### src/rtl/alu_issue_pkg.sv
// alu_issue_pkg: shared FSM state, funct codes and alu_op bit indices for the ALU issue stage.
package alu_issue_pkg;
    typedef enum logic [2:0] {IDLE, DECODE, SETUP, EXEC, WB} state_t;
    localparam int ALU_OP_W = 14;
    localparam logic [5:0] OPC_RTYPE = 6'h00;
    localparam logic [5:0] F_SLL  = 6'h00;
    localparam logic [5:0] F_SLA  = 6'h01;
    localparam logic [5:0] F_SRL  = 6'h02;
    localparam logic [5:0] F_SRA  = 6'h03;
    localparam logic [5:0] F_MUL  = 6'h18;
    localparam logic [5:0] F_DIV  = 6'h1A;
    localparam logic [5:0] F_ADD  = 6'h20;
    localparam logic [5:0] F_ADDU = 6'h21;
    localparam logic [5:0] F_SUB  = 6'h22;
    localparam logic [5:0] F_SUBU = 6'h23;
    localparam logic [5:0] F_AND  = 6'h24;
    localparam logic [5:0] F_OR   = 6'h25;
    localparam logic [5:0] F_XOR  = 6'h26;
    localparam logic [5:0] F_NOR  = 6'h27;
    localparam int OP_ADD  = 0;
    localparam int OP_SUB  = 1;
    localparam int OP_ADDU = 2;
    localparam int OP_SUBU = 3;
    localparam int OP_MUL  = 4;
    localparam int OP_DIV  = 5;
    localparam int OP_AND  = 6;
    localparam int OP_OR   = 7;
    localparam int OP_XOR  = 8;
    localparam int OP_NOR  = 9;
    localparam int OP_SRL  = 10;
    localparam int OP_SLL  = 11;
    localparam int OP_SRA  = 12;
    localparam int OP_SLA  = 13;
endpackage

### src/rtl/alu_funct_decode.sv
// alu_funct_decode: R-type opcode/funct to one-hot ALU select; MUL/DIV only with ALU_ISSUE_MULDIV_EN.
module alu_funct_decode
    import alu_issue_pkg::*;
(
    input  logic [5:0]          opcode_i,
    input  logic [5:0]          funct_i,
    output logic [ALU_OP_W-1:0] op_o,
    output logic                illegal_o
);
    always_comb begin
        op_o = '0;
        case (funct_i)
            F_ADD:  op_o[OP_ADD]  = 1'b1;
            F_SUB:  op_o[OP_SUB]  = 1'b1;
            F_ADDU: op_o[OP_ADDU] = 1'b1;
            F_SUBU: op_o[OP_SUBU] = 1'b1;
            F_AND:  op_o[OP_AND]  = 1'b1;
            F_OR:   op_o[OP_OR]   = 1'b1;
            F_XOR:  op_o[OP_XOR]  = 1'b1;
            F_NOR:  op_o[OP_NOR]  = 1'b1;
            F_SRL:  op_o[OP_SRL]  = 1'b1;
            F_SLL:  op_o[OP_SLL]  = 1'b1;
            F_SRA:  op_o[OP_SRA]  = 1'b1;
            F_SLA:  op_o[OP_SLA]  = 1'b1;
`ifdef ALU_ISSUE_MULDIV_EN
            F_MUL:  op_o[OP_MUL]  = 1'b1;
            F_DIV:  op_o[OP_DIV]  = 1'b1;
`endif
            default: op_o = '0;
        endcase
        if (opcode_i != OPC_RTYPE) op_o = '0;
        illegal_o = (op_o == '0);
    end
endmodule

### src/rtl/alu_issue_ctrl.sv
// alu_issue_ctrl: 5-cycle issue stage sequencing decode, ALU enable and one register write per instruction.
// Define ALU_ISSUE_MULDIV_EN to enable MUL/DIV decode.
module alu_issue_ctrl
    import alu_issue_pkg::*;
#(
    parameter int DATA_W = 32,
    parameter int REG_AW = 5
) (
    input  logic                clock,
    input  logic                reset,
    input  logic                instr_valid,
    output logic                instr_ready,
    input  logic [31:0]         instr,
    output logic [REG_AW-1:0]   rf_rs_addr,
    output logic [REG_AW-1:0]   rf_rt_addr,
    input  logic [DATA_W-1:0]   rf_rs_data,
    input  logic [DATA_W-1:0]   rf_rt_data,
    output logic [DATA_W-1:0]   alu_a,
    output logic [DATA_W-1:0]   alu_b,
    output logic [DATA_W-1:0]   alu_c,
    output logic [ALU_OP_W-1:0] alu_op,
    output logic                alu_enable,
    input  logic [DATA_W-1:0]   alu_result,
    output logic                wb_en,
    output logic [REG_AW-1:0]   wb_addr,
    output logic [DATA_W-1:0]   wb_data,
    output logic                illegal
);
    state_t                state_q, state_d;
    logic [31:0]           instr_q;
    logic [DATA_W-1:0]     alu_a_q, alu_b_q, alu_c_q, wb_data_q;
    logic [ALU_OP_W-1:0]   alu_op_q, dec_op;
    logic [REG_AW-1:0]     wb_addr_q;
    logic                  illegal_q, dec_illegal;

    alu_funct_decode u_dec (
        .opcode_i  (instr_q[31:26]),
        .funct_i   (instr_q[5:0]),
        .op_o      (dec_op),
        .illegal_o (dec_illegal)
    );

    always_comb begin
        state_d = state_q;
        case (state_q)
            IDLE:    state_d = instr_valid ? DECODE : IDLE;
            DECODE:  state_d = dec_illegal ? IDLE : SETUP;
            SETUP:   state_d = EXEC;
            EXEC:    state_d = WB;
            default: state_d = IDLE;
        endcase
    end

    always_ff @(posedge clock or posedge reset) begin
        if (reset) state_q <= IDLE;
        else       state_q <= state_d;
    end

    // Operands and select are registered on leaving DECODE so they sit stable a full cycle before enable.
    always_ff @(posedge clock or posedge reset) begin
        if (reset) begin
            instr_q   <= '0;
            alu_a_q   <= '0;
            alu_b_q   <= '0;
            alu_c_q   <= '0;
            alu_op_q  <= '0;
            wb_addr_q <= '0;
            wb_data_q <= '0;
            illegal_q <= 1'b0;
        end else begin
            illegal_q <= (state_q == DECODE) && dec_illegal;
            if (state_q == IDLE && instr_valid) instr_q <= instr;
            if (state_q == DECODE && !dec_illegal) begin
                alu_a_q   <= rf_rs_data;
                alu_b_q   <= rf_rt_data;
                alu_c_q   <= {{(DATA_W-5){1'b0}}, instr_q[10:6]};
                alu_op_q  <= dec_op;
                wb_addr_q <= REG_AW'(instr_q[15:11]);
            end
            if (state_q == EXEC) begin
                wb_data_q <= alu_result;
                alu_op_q  <= '0;
            end
        end
    end

    assign instr_ready = (state_q == IDLE) && !reset;
    assign rf_rs_addr  = REG_AW'(instr_q[25:21]);
    assign rf_rt_addr  = REG_AW'(instr_q[20:16]);
    assign alu_a       = alu_a_q;
    assign alu_b       = alu_b_q;
    assign alu_c       = alu_c_q;
    assign alu_op      = alu_op_q;
    assign alu_enable  = (state_q == EXEC);
    assign wb_en       = (state_q == WB) && (wb_addr_q != '0);
    assign wb_addr     = wb_addr_q;
    assign wb_data     = wb_data_q;
    assign illegal     = illegal_q;
endmodule

### config.mk
export PLATFORM = sky130hd
export DESIGN_NAME = alu_issue_ctrl
export DESIGN_NICKNAME = d
export VERILOG_FILES = /design/src/rtl/alu_issue_pkg.sv /design/src/rtl/alu_funct_decode.sv /design/src/rtl/alu_issue_ctrl.sv
export SDC_FILE = /design/constraint.sdc
export NUM_CORES = 1
export LEC_CHECK = 0
export BUFFER_PORTS_ARGS = -buffer_cell sky130_fd_sc_hd__buf_2
export CORE_MARGIN = 4
export CORE_UTILIZATION = 40
export DETAILED_ROUTE_END_ITERATION = 12
export GPL_ROUTABILITY_DRIVEN = 0
export GPL_TIMING_DRIVEN = 0
export PLACE_DENSITY = 0.73
export SYNTH_ARGS = -nofsm -noshare
export SYNTH_HDL_FRONTEND = slang
export SYNTH_HIERARCHICAL = 1
export SYNTH_SLANG_ARGS = --single-unit
### constraint.sdc
create_clock -name clock -period 4.6 [get_ports clock]
set_input_delay 0.46 -clock clock [delete_from_list [all_inputs] [get_ports clock]]
set_output_delay 0.46 -clock clock [all_outputs]
set_load 0.1 [all_outputs]
-- Word-level counts from Yosys, hierarchy flattened
Cells that the tools add are included.
- $add $sub $neg: 0
- multipliers: 0
- divide/modulo/power cells: 0
- magnitude comparators: 0
- equal/unequal tests: 15
- shifts and indexed selects: 0
- multiplexer cells: 18
- bitwise gates (word level): 0
- reductions and logical operators: 13
- operators by type and width (operator ; count):
    $eq A6 B6 Y1 const B ; 8
    $mux W14 ; 3
    $logic_not A14 Y1 ; 1
    $mux W1 ; 13
    $eq A6 B2 Y1 const B ; 2
    $pmux W3 S4 ; 1
    $eq A3 B2 Y1 const B ; 2
    $eq A6 B1 Y1 const B ; 1
    $logic_not A6 Y1 ; 1
    $reduce_bool A6 Y1 ; 1
    $logic_and A1 B1 Y1 ; 5
    $reduce_bool A5 Y1 ; 1
    $eq A3 B1 Y1 const B ; 1
    $eq A3 B3 Y1 const B ; 1
    $logic_not A3 Y1 ; 1
    $logic_not A1 Y1 ; 2
    $mux W2 ; 1
    $reduce_bool A2 Y1 ; 1
- flip-flop bits (word level): 156
- latch bits: 0
- memory bits (writable): 0
- ROM bits: 0
- input port bits: 131
- output and inout bits: 161
- word-level logic and storage cells: 55
- memories: 0

-- Depth between registers and ports, before layout
Gate-level depths: netlist of the first run.
- depth in word-level cells: 8
- gate-level depth with buffers: 7
- depth with buffers taken out: 4

-- By module
The synthesis of the first run kept the hierarchy.
- by module, submodules not included (module ; times used ; cells each ; area each (sq um) ; sequential area each (sq um)):
    alu_issue_ctrl ; 1 ; 399 ; 6248.5 ; 3903.7
    alu_funct_decode ; 1 ; 28 ; 191.4 ; 0.0

-- Worst setup path after synthesis of the first run
No wires, ideal clock.
- kind: reg-to-output
- start point: register state_q[1]
- end point: output instr_ready
- data arrival time: 3.567 ns
- data required time: 4.140 ns
- slack: 0.573 ns
- cell stages (with the launch flop): 3
- path buffers: 1
- path through: dfrtp_1 > clkbuf_1 > nor4_1
- word-level cells in the longest chain between the ends: 2
- ends and longest elaborated chain (what ; line ; source):
    from (decl) ; alu_issue_ctrl.sv:29 ; state_t state_q, state_d;
    from (signal assigned) ; alu_issue_ctrl.sv:56 ; else state_q <= state_d;
    $logic_not A3 Y1 ; alu_issue_ctrl.sv:87 ; assign instr_ready = (state_q == IDLE) && !reset;
    $logic_and A1 B1 Y1 ; alu_issue_ctrl.sv:87 ;
    to (decl) ; alu_issue_ctrl.sv:12 ; output logic instr_ready,
No other way between the ends.

-- Worst setup path after layout of the first run
- start point: register instr_q[4]
- end point: register alu_b_q[2] (netlist: alu_b[2])
- word-level cells in the longest chain between the ends: 6
- elaborated cells between the ends (all ways): 28
- classes of those cells: 11 x eq/ne; 13 x mux; 4 x reduce/logical
- ends and longest elaborated chain (what ; line ; source):
    from (decl) ; alu_issue_ctrl.sv:30 ; logic [31:0] instr_q;
    from (signal assigned) ; alu_issue_ctrl.sv:72 ; if (state_q == IDLE && instr_valid) instr_q <= instr;
    $eq A6 B6 Y1 (tied with other cells) ; alu_funct_decode.sv:12 ; case (funct_i)
    $mux W1 ; alu_funct_decode.sv:12 ;
    $mux W14 * ; alu_funct_decode.sv:31 ; if (opcode_i != OPC_RTYPE) op_o = '0;
    $logic_not A14 Y1 * ; alu_funct_decode.sv:32 ; illegal_o = (op_o == '0);
    net dec_illegal ; alu_issue_ctrl.sv:34 ; logic illegal_q, dec_illegal;
    $logic_not A1 Y1 * ; alu_issue_ctrl.sv:73 ; if (state_q == DECODE && !dec_illegal) begin
    $logic_and A1 B1 Y1 * ; alu_issue_ctrl.sv:73 ;
    to (signal assigned) ; alu_issue_ctrl.sv:75 ; alu_b_q <= rf_rt_data;
    to (decl) ; alu_issue_ctrl.sv:31 ; logic [DATA_W-1:0] alu_a_q, alu_b_q, alu_c_q, wb_data_q;
Mark *: on every way through the listed nets, which the timed path passes. The rest lies on a longest branch.
A chain may end at the register's enable or synchronous reset.

==> results.sh, run 1 <==
export IMPL_critPathCaptureType="register"
export IMPL_grt_overflow_total=0
export IMPL_fin_crit_ps=2920
export IMPL_synth_seq_cells=156
export IMPL_fin_util=0.557
export IMPL_fmax_mhz=343
export IMPL_clk_insertion_delay_late_ps=430
export IMPL_drt_pass1_iter_count=4
export IMPL_dp_cells=938
export IMPL_start_util=0.407
export IMPL_holdBufCountCts=0
export IMPL_core_area_um2=15800
export IMPL_critPathArrivalTime_ps=3210
export IMPL_avgSynthCellArea_um2=15.1
export IMPL_netlist_instances=427
export IMPL_cts_root_buf="clkbuf_16"
export IMPL_fin_tns_setup_ps=0
export IMPL_synth_top_cell_area_share=0.606
export IMPL_status="completed"
export IMPL_finalCritPeriodShare=0.634
export IMPL_ys_warn_count=6
export IMPL_fin_nets=872
export IMPL_ys_flop_type="dfrtp_1"
export IMPL_vdd_ir_drop_max_mv=0.339
export IMPL_grt_pass1_wl_mm=25.8
export IMPL_clockBufferDepth=2
export IMPL_synth_largest_area_cell="dfrtp_1"
export IMPL_drc=0
export IMPL_setup_violations=0
export IMPL_max_slew_worst_pin_slew_ps=655
export IMPL_grt_max_degree=43
export IMPL_drtIter0Drc=190
export IMPL_vias=4603
export IMPL_cts_buffers_inserted=17
export IMPL_antenna_found_initial=1
export IMPL_relSlewSlack=0.562
export IMPL_io_pins=292
export IMPL_hold_viol_final=0
export IMPL_crit_start="instr_q[4]$_DFFE_PP0P_"
export IMPL_drive_gt1_frac=0.658
export IMPL_yosys_top_cells_area="dfrtp_1 61%, mux2_2 23%, buf_4 4.7%, a221o_1 2.2%, and3b_1 1.9%"
export IMPL_drv_slew=0
export IMPL_cts_setup_buffers=0
export IMPL_ant_nets=0
export IMPL_syn_area_um2=6440
export IMPL_seq_area_frac_synth=0.606
export IMPL_power_density_nw_per_um2=548
export IMPL_r2r_start="instr_q[4]$_DFFE_PP0P_"
export IMPL_routed_wirelength_mm=16.2
export IMPL_clk_pin_slew_worst_paths_ps=70
export IMPL_critPathLaunchType="register"
export IMPL_leakagePower_uw=0.00462
export IMPL_cap_violations=0
export IMPL_critPathKind="reg2reg"
export IMPL_post_drt_wl_per_cell_um=16.7
export IMPL_die_height_um=135
export IMPL_cts_max_level=4
export IMPL_insertedDiodeCount=0
export IMPL_critPathMaxFanout=10
export IMPL_regArea_um2=3900
export IMPL_hold_path_class="in2async"
export IMPL_track_usage=0.182
export IMPL_dp_hpwl_mm=12.5
export IMPL_cts_tree="done"
export IMPL_rows=46
export IMPL_die_area_um2=18200
export IMPL_n_fill_cell=1336
export IMPL_ys_async_sr_fraction=1.00
export IMPL_clock_sinks=156
export IMPL_fin_cells=970
export IMPL_synth_edff_count=0
export IMPL_crit_required_ps=4900
export IMPL_multiInputGateArea_um2=2200
export IMPL_skew_ps=8.50
export IMPL_rsz0062_at_grt="false"
export IMPL_area_growth_pct=36.8
export IMPL_synthTopCellsByCount="156 x dfrtp_1, 129 x mux2_2, 40 x buf_4"
export IMPL_yosysUniqueCellTypes=25
export IMPL_vias_per_cell=4.75
export IMPL_holdWs_ps=134
export IMPL_io_buffers=264
export IMPL_ctsResizeCount=0
export IMPL_die_w_um=135
export IMPL_grt_pass1_vias=5100
export IMPL_yosysMostFrequentCell="dfrtp_1"
[worst max-delay path, stage by stage, from the launching register on]
cell	delay, ps
dfrtp_1	380
or4_4	570
buf_6	160
a211o_2	350
nor4b_4	510
buf_4	310
buf_6	180
mux2_1	330
[state kept, by name, summed over array words and instances (netlist names), 3 cells and up]
register / flops
wb_addr: 5
alu_c: 5
alu_a: 32
alu_b: 32
wb_data: 32
state_q: 3
alu_op: 14
instr_q: 32
[placed cells by master (no fill, tap or decap), types with 3 or more instances in the layout]
cell,n
mux2_1,9
clkbuf_1,4
conb_1,29
buf_2,279
clkbuf_16,17
mux2_2,129
buf_4,40
buf_6,3
a221o_1,14
dfrtp_1,156
and3b_1,14
inv_1,3
nor4_1,13
nand2_1,3
nand2b_1,5
inv_6,5
buf_12,3
inv_8,6
[final cells by class]
| type | instances | area share |
|---|---|---|
| multi-input combinational | 232 | 0.250 |
| buffer | 62 | 0.0482 |
| clock buffer | 18 | 0.0499 |
| timing repair buffer | 268 | 0.160 |
| clock inverter | 14 | 0.0165 |
| inverter | 4 | 0.00213 |
| tap | 216 | 0.0307 |
| sequential | 156 | 0.443 |
[final timing paths]
path	endpoint	slack, ps	depth (start not counted)
min reg2reg	alu_b[3]$_DFFE_PP0P_	480	1
max	alu_b[2]$_DFFE_PP0P_	1680	7
max reg2reg	alu_b[2]$_DFFE_PP0P_	1680	7
min in group clock	alu_b[6]$_DFFE_PP0P_	260	2
max in group asynchronous	alu_a[0]$_DFFE_PP0P_	3580	4
min	state_q[2]$_DFF_PP0_	130	2
[per-stage QoR]
stage	setup WS [ps]	power, uW	cell area (um^2)
after floorplan	573	3160	6550
after global placement	1360	3430	8140
after detailed placement	1610	3480	8220
after CTS	1600	4870	8810
after global routing	1510	5010	8810
final	1680	4830	8810
[cells by family (layout without fill, tap and decap cells)]
family                 Yosys count  count (layout)  synth area share
AOI/OAI and AO/OA               17              17            0.0256
DFF                            156             156             0.606
buffers and inverters           66             366            0.0682
muxes                          138             138             0.241
other                            2              29           0.00117
and+or+nand+nor                 48              48            0.0575
[layer usage]
layer | GRT usage | vias up | share of wire
li1 | - | 2095 | -
met1 | 0.195 | 2228 | 0.35
met2 | 0.316 | 250 | 0.52
met3 | 0.0797 | 28 | 0.11
met4 | 0.0690 | 2 | 0.021
met5 | 0 | - | 0.0012
[where the power goes]
| part | switching, uW | total [uW] | internal [uW] |
|---|---|---|---|
| clock network | 638 | 1380 | 742 |
| logic | 1450 | 1790 | 340 |
| registers | 99.6 | 1660 | 1560 |
| total | 2190 | 4830 | 2640 |
(Power assumes the default switching activity.)
==> inputs of run 2 (changes only) <==
- ABC_AREA: not set -> 1
- PLACE_DENSITY: 0.73 -> 0.69
- clock period: 4.6 -> 3 ns (I/O delays scaled with it)
==> results.sh, run 2 <==
export IMPL_rows=47
export IMPL_cts_max_level=4
export IMPL_synth_seq_cells=156
export IMPL_dp_cells=1288
export IMPL_crit_required_ps=2700
export IMPL_start_util=0.405
export IMPL_io_pins=292
export IMPL_setup_ws_ps=733
export IMPL_synth_compound_area_frac=0.0826
export IMPL_critPathCaptureType="output port"
export IMPL_regArea_um2=3900
export IMPL_netlist_instances=773
export IMPL_drive_gt1_frac=0.342
export IMPL_cap_violations=0
export IMPL_core_area_um2=16500
export IMPL_yosys_top_cells_area="dfrtp_1 58%, nand2_1 13%, o21ai_0 7.7%, inv_1 6.5%, buf_4 4.6%"
export IMPL_ys_warn_count=6
export IMPL_critPathKind="reg2out"
export IMPL_hold_start="alu_result[18]"
export IMPL_max_slew_worst_pin_slew_ps=529
export IMPL_n_fill_cell=1564
export IMPL_vias=5766
export IMPL_drt_pass1_iter_count=5
export IMPL_crit_start="state_q[0]$_DFF_PP0_"
export IMPL_vias_per_cell=4.36
export IMPL_routed_wirelength_mm=17.6
export IMPL_synth_edff_count=0
export IMPL_synth_largest_area_cell="dfrtp_1"
export IMPL_critPathArrivalTime_ps=1970
export IMPL_fin_nets=1219
export IMPL_rsz0062_at_grt="false"
export IMPL_synth_top_family_by_area="simple AND/OR/NAND/NOR gates"
export IMPL_area_growth_pct=37.3
export IMPL_hold_viol_final=0
export IMPL_synthMuxAreaShare=0
export IMPL_ys_async_sr_fraction=1.00
export IMPL_grt_overflow_total=0
export IMPL_drtIter0Drc=314
export IMPL_post_drt_wl_per_cell_um=13.3
export IMPL_finalCritPeriodShare=0.756
export IMPL_skew_ps=9.12
export IMPL_drc=0
export IMPL_fin_crit_ps=2270
export IMPL_synth_xor_area_frac=0
export IMPL_die_w_um=137
export IMPL_die_area_um2=18900
export IMPL_r2r_start="instr_q[1]$_DFFE_PP0P_"
export IMPL_cts_tree="done"
export IMPL_grt_pass1_vias=5385
export IMPL_multiInputGateArea_um2=1940
export IMPL_fmax_mhz=441
export IMPL_cts_setup_buffers=0
export IMPL_seq_area_frac_synth=0.583
export IMPL_avgSynthCellArea_um2=8.66
export IMPL_status="completed"
export IMPL_grt_pass1_wl_mm=26.8
export IMPL_clock_sinks=156
export IMPL_critPathLaunchType="register"
export IMPL_setup_violations=0
export IMPL_cts_root_buf="clkbuf_16"
export IMPL_clk_pin_slew_worst_paths_ps=60
export IMPL_synth_top_cell_area_share=0.583
export IMPL_fin_cells=1321
export IMPL_ys_flop_type="dfrtp_1"
export IMPL_clockBufferDepth=2
export IMPL_clk_insertion_delay_late_ps=420
export IMPL_ant_nets=0
export IMPL_yosys_area_share_simple=0.191
export IMPL_io_buffers=264
export IMPL_insertedDiodeCount=0
export IMPL_yosysMostFrequentCell="nand2_1"
export IMPL_antenna_found_initial=0
export IMPL_drv_slew=0
export IMPL_final_common_cell="buf_2"
export IMPL_dp_hpwl_mm=13.4
export IMPL_critPathMaxFanout=10
export IMPL_die_height_um=137
export IMPL_synthAdderAreaFrac=0
export IMPL_fin_util=0.557
export IMPL_synthTopCellsByCount="228 x nand2_1, 156 x dfrtp_1, 116 x inv_1"
export IMPL_relSlewSlack=0.650
export IMPL_cts_buffers_inserted=17
export IMPL_dp_slack_ps=727
export IMPL_track_usage=0.180
export IMPL_most_common_layout_cells="279 x buf_2, 228 x nand2_1, 156 x dfrtp_1"
export IMPL_hold_path_class="in2reg"
export IMPL_grt_max_degree=43
export IMPL_syn_area_um2=6700
export IMPL_yosysUniqueCellTypes=24
[run 2: final timing paths]
path	endpoint	slack, ps	cells past startpoint
setup / recovery	alu_enable	730	5
hold / removal	wb_data[18]$_DFFE_PP0P_	80	3
setup reg to reg	alu_op[8]$_DFFE_PP0P_	750	13
hold reg to reg	wb_data[3]$_DFFE_PP0P_	470	2
max in group asynchronous	alu_a[6]$_DFFE_PP0P_	1690	5
min in group asynchronous	alu_op[7]$_DFFE_PP0P_	510	3
[run 2: cell families after synthesis]
group / count (synthesis)
compound gates: 110
simple gates: 306
other cells: 2
flops: 156
buf+inv: 199
[run 2: layout make-up]
| class | instances | area share |
|---|---|---|
| Buffer | 76 | 0.0539 |
| Clock buffer | 18 | 0.0477 |
| Clock inverter | 14 | 0.0286 |
| Inverter | 123 | 0.0506 |
| Multi-Input combinational cell | 445 | 0.211 |
| Sequential cell | 156 | 0.424 |
| Tap cell | 220 | 0.0299 |
| Timing Repair Buffer | 269 | 0.153 |
[run 2: metrics by stage]
stage	area [um^2]	hold slack (ps)	setup TNS, ps
detailed placement	8490	379	0
global placement	8410	458	-47940
global route	9200	62.7	0
floorplan	6810	410	0
finish	9200	75.9	0
CTS	9200	59.0	0
[run 2: repair_timing]
| item | CTS | global route |
|---|---|---|
| endpoints found under the hold margin | 19 | 0 |
| gates resized for setup | 0 | 0 |
| hold buffers | 1 | 0 |
[run 2: worst max-delay path, cell delays in order (launching register included)]
cell	delay, ps
dfrtp_1	410
buf_4	190
nand3_1	130
inv_2	130
buf_2	230
buf_2	460
[run 2: per-layer routing]
layer	vias to the layer above	GRT usage	wire, um
met5	-	0	0
met4	0	0.0776	510
met3	35	0.0409	1120
met2	194	0.303	8700
met1	2609	0.221	7260
li1	2928	-	-
Power of run 2 is not shown: default switching activity piles up to over one toggle a cycle in this logic, so the estimate is an artifact.
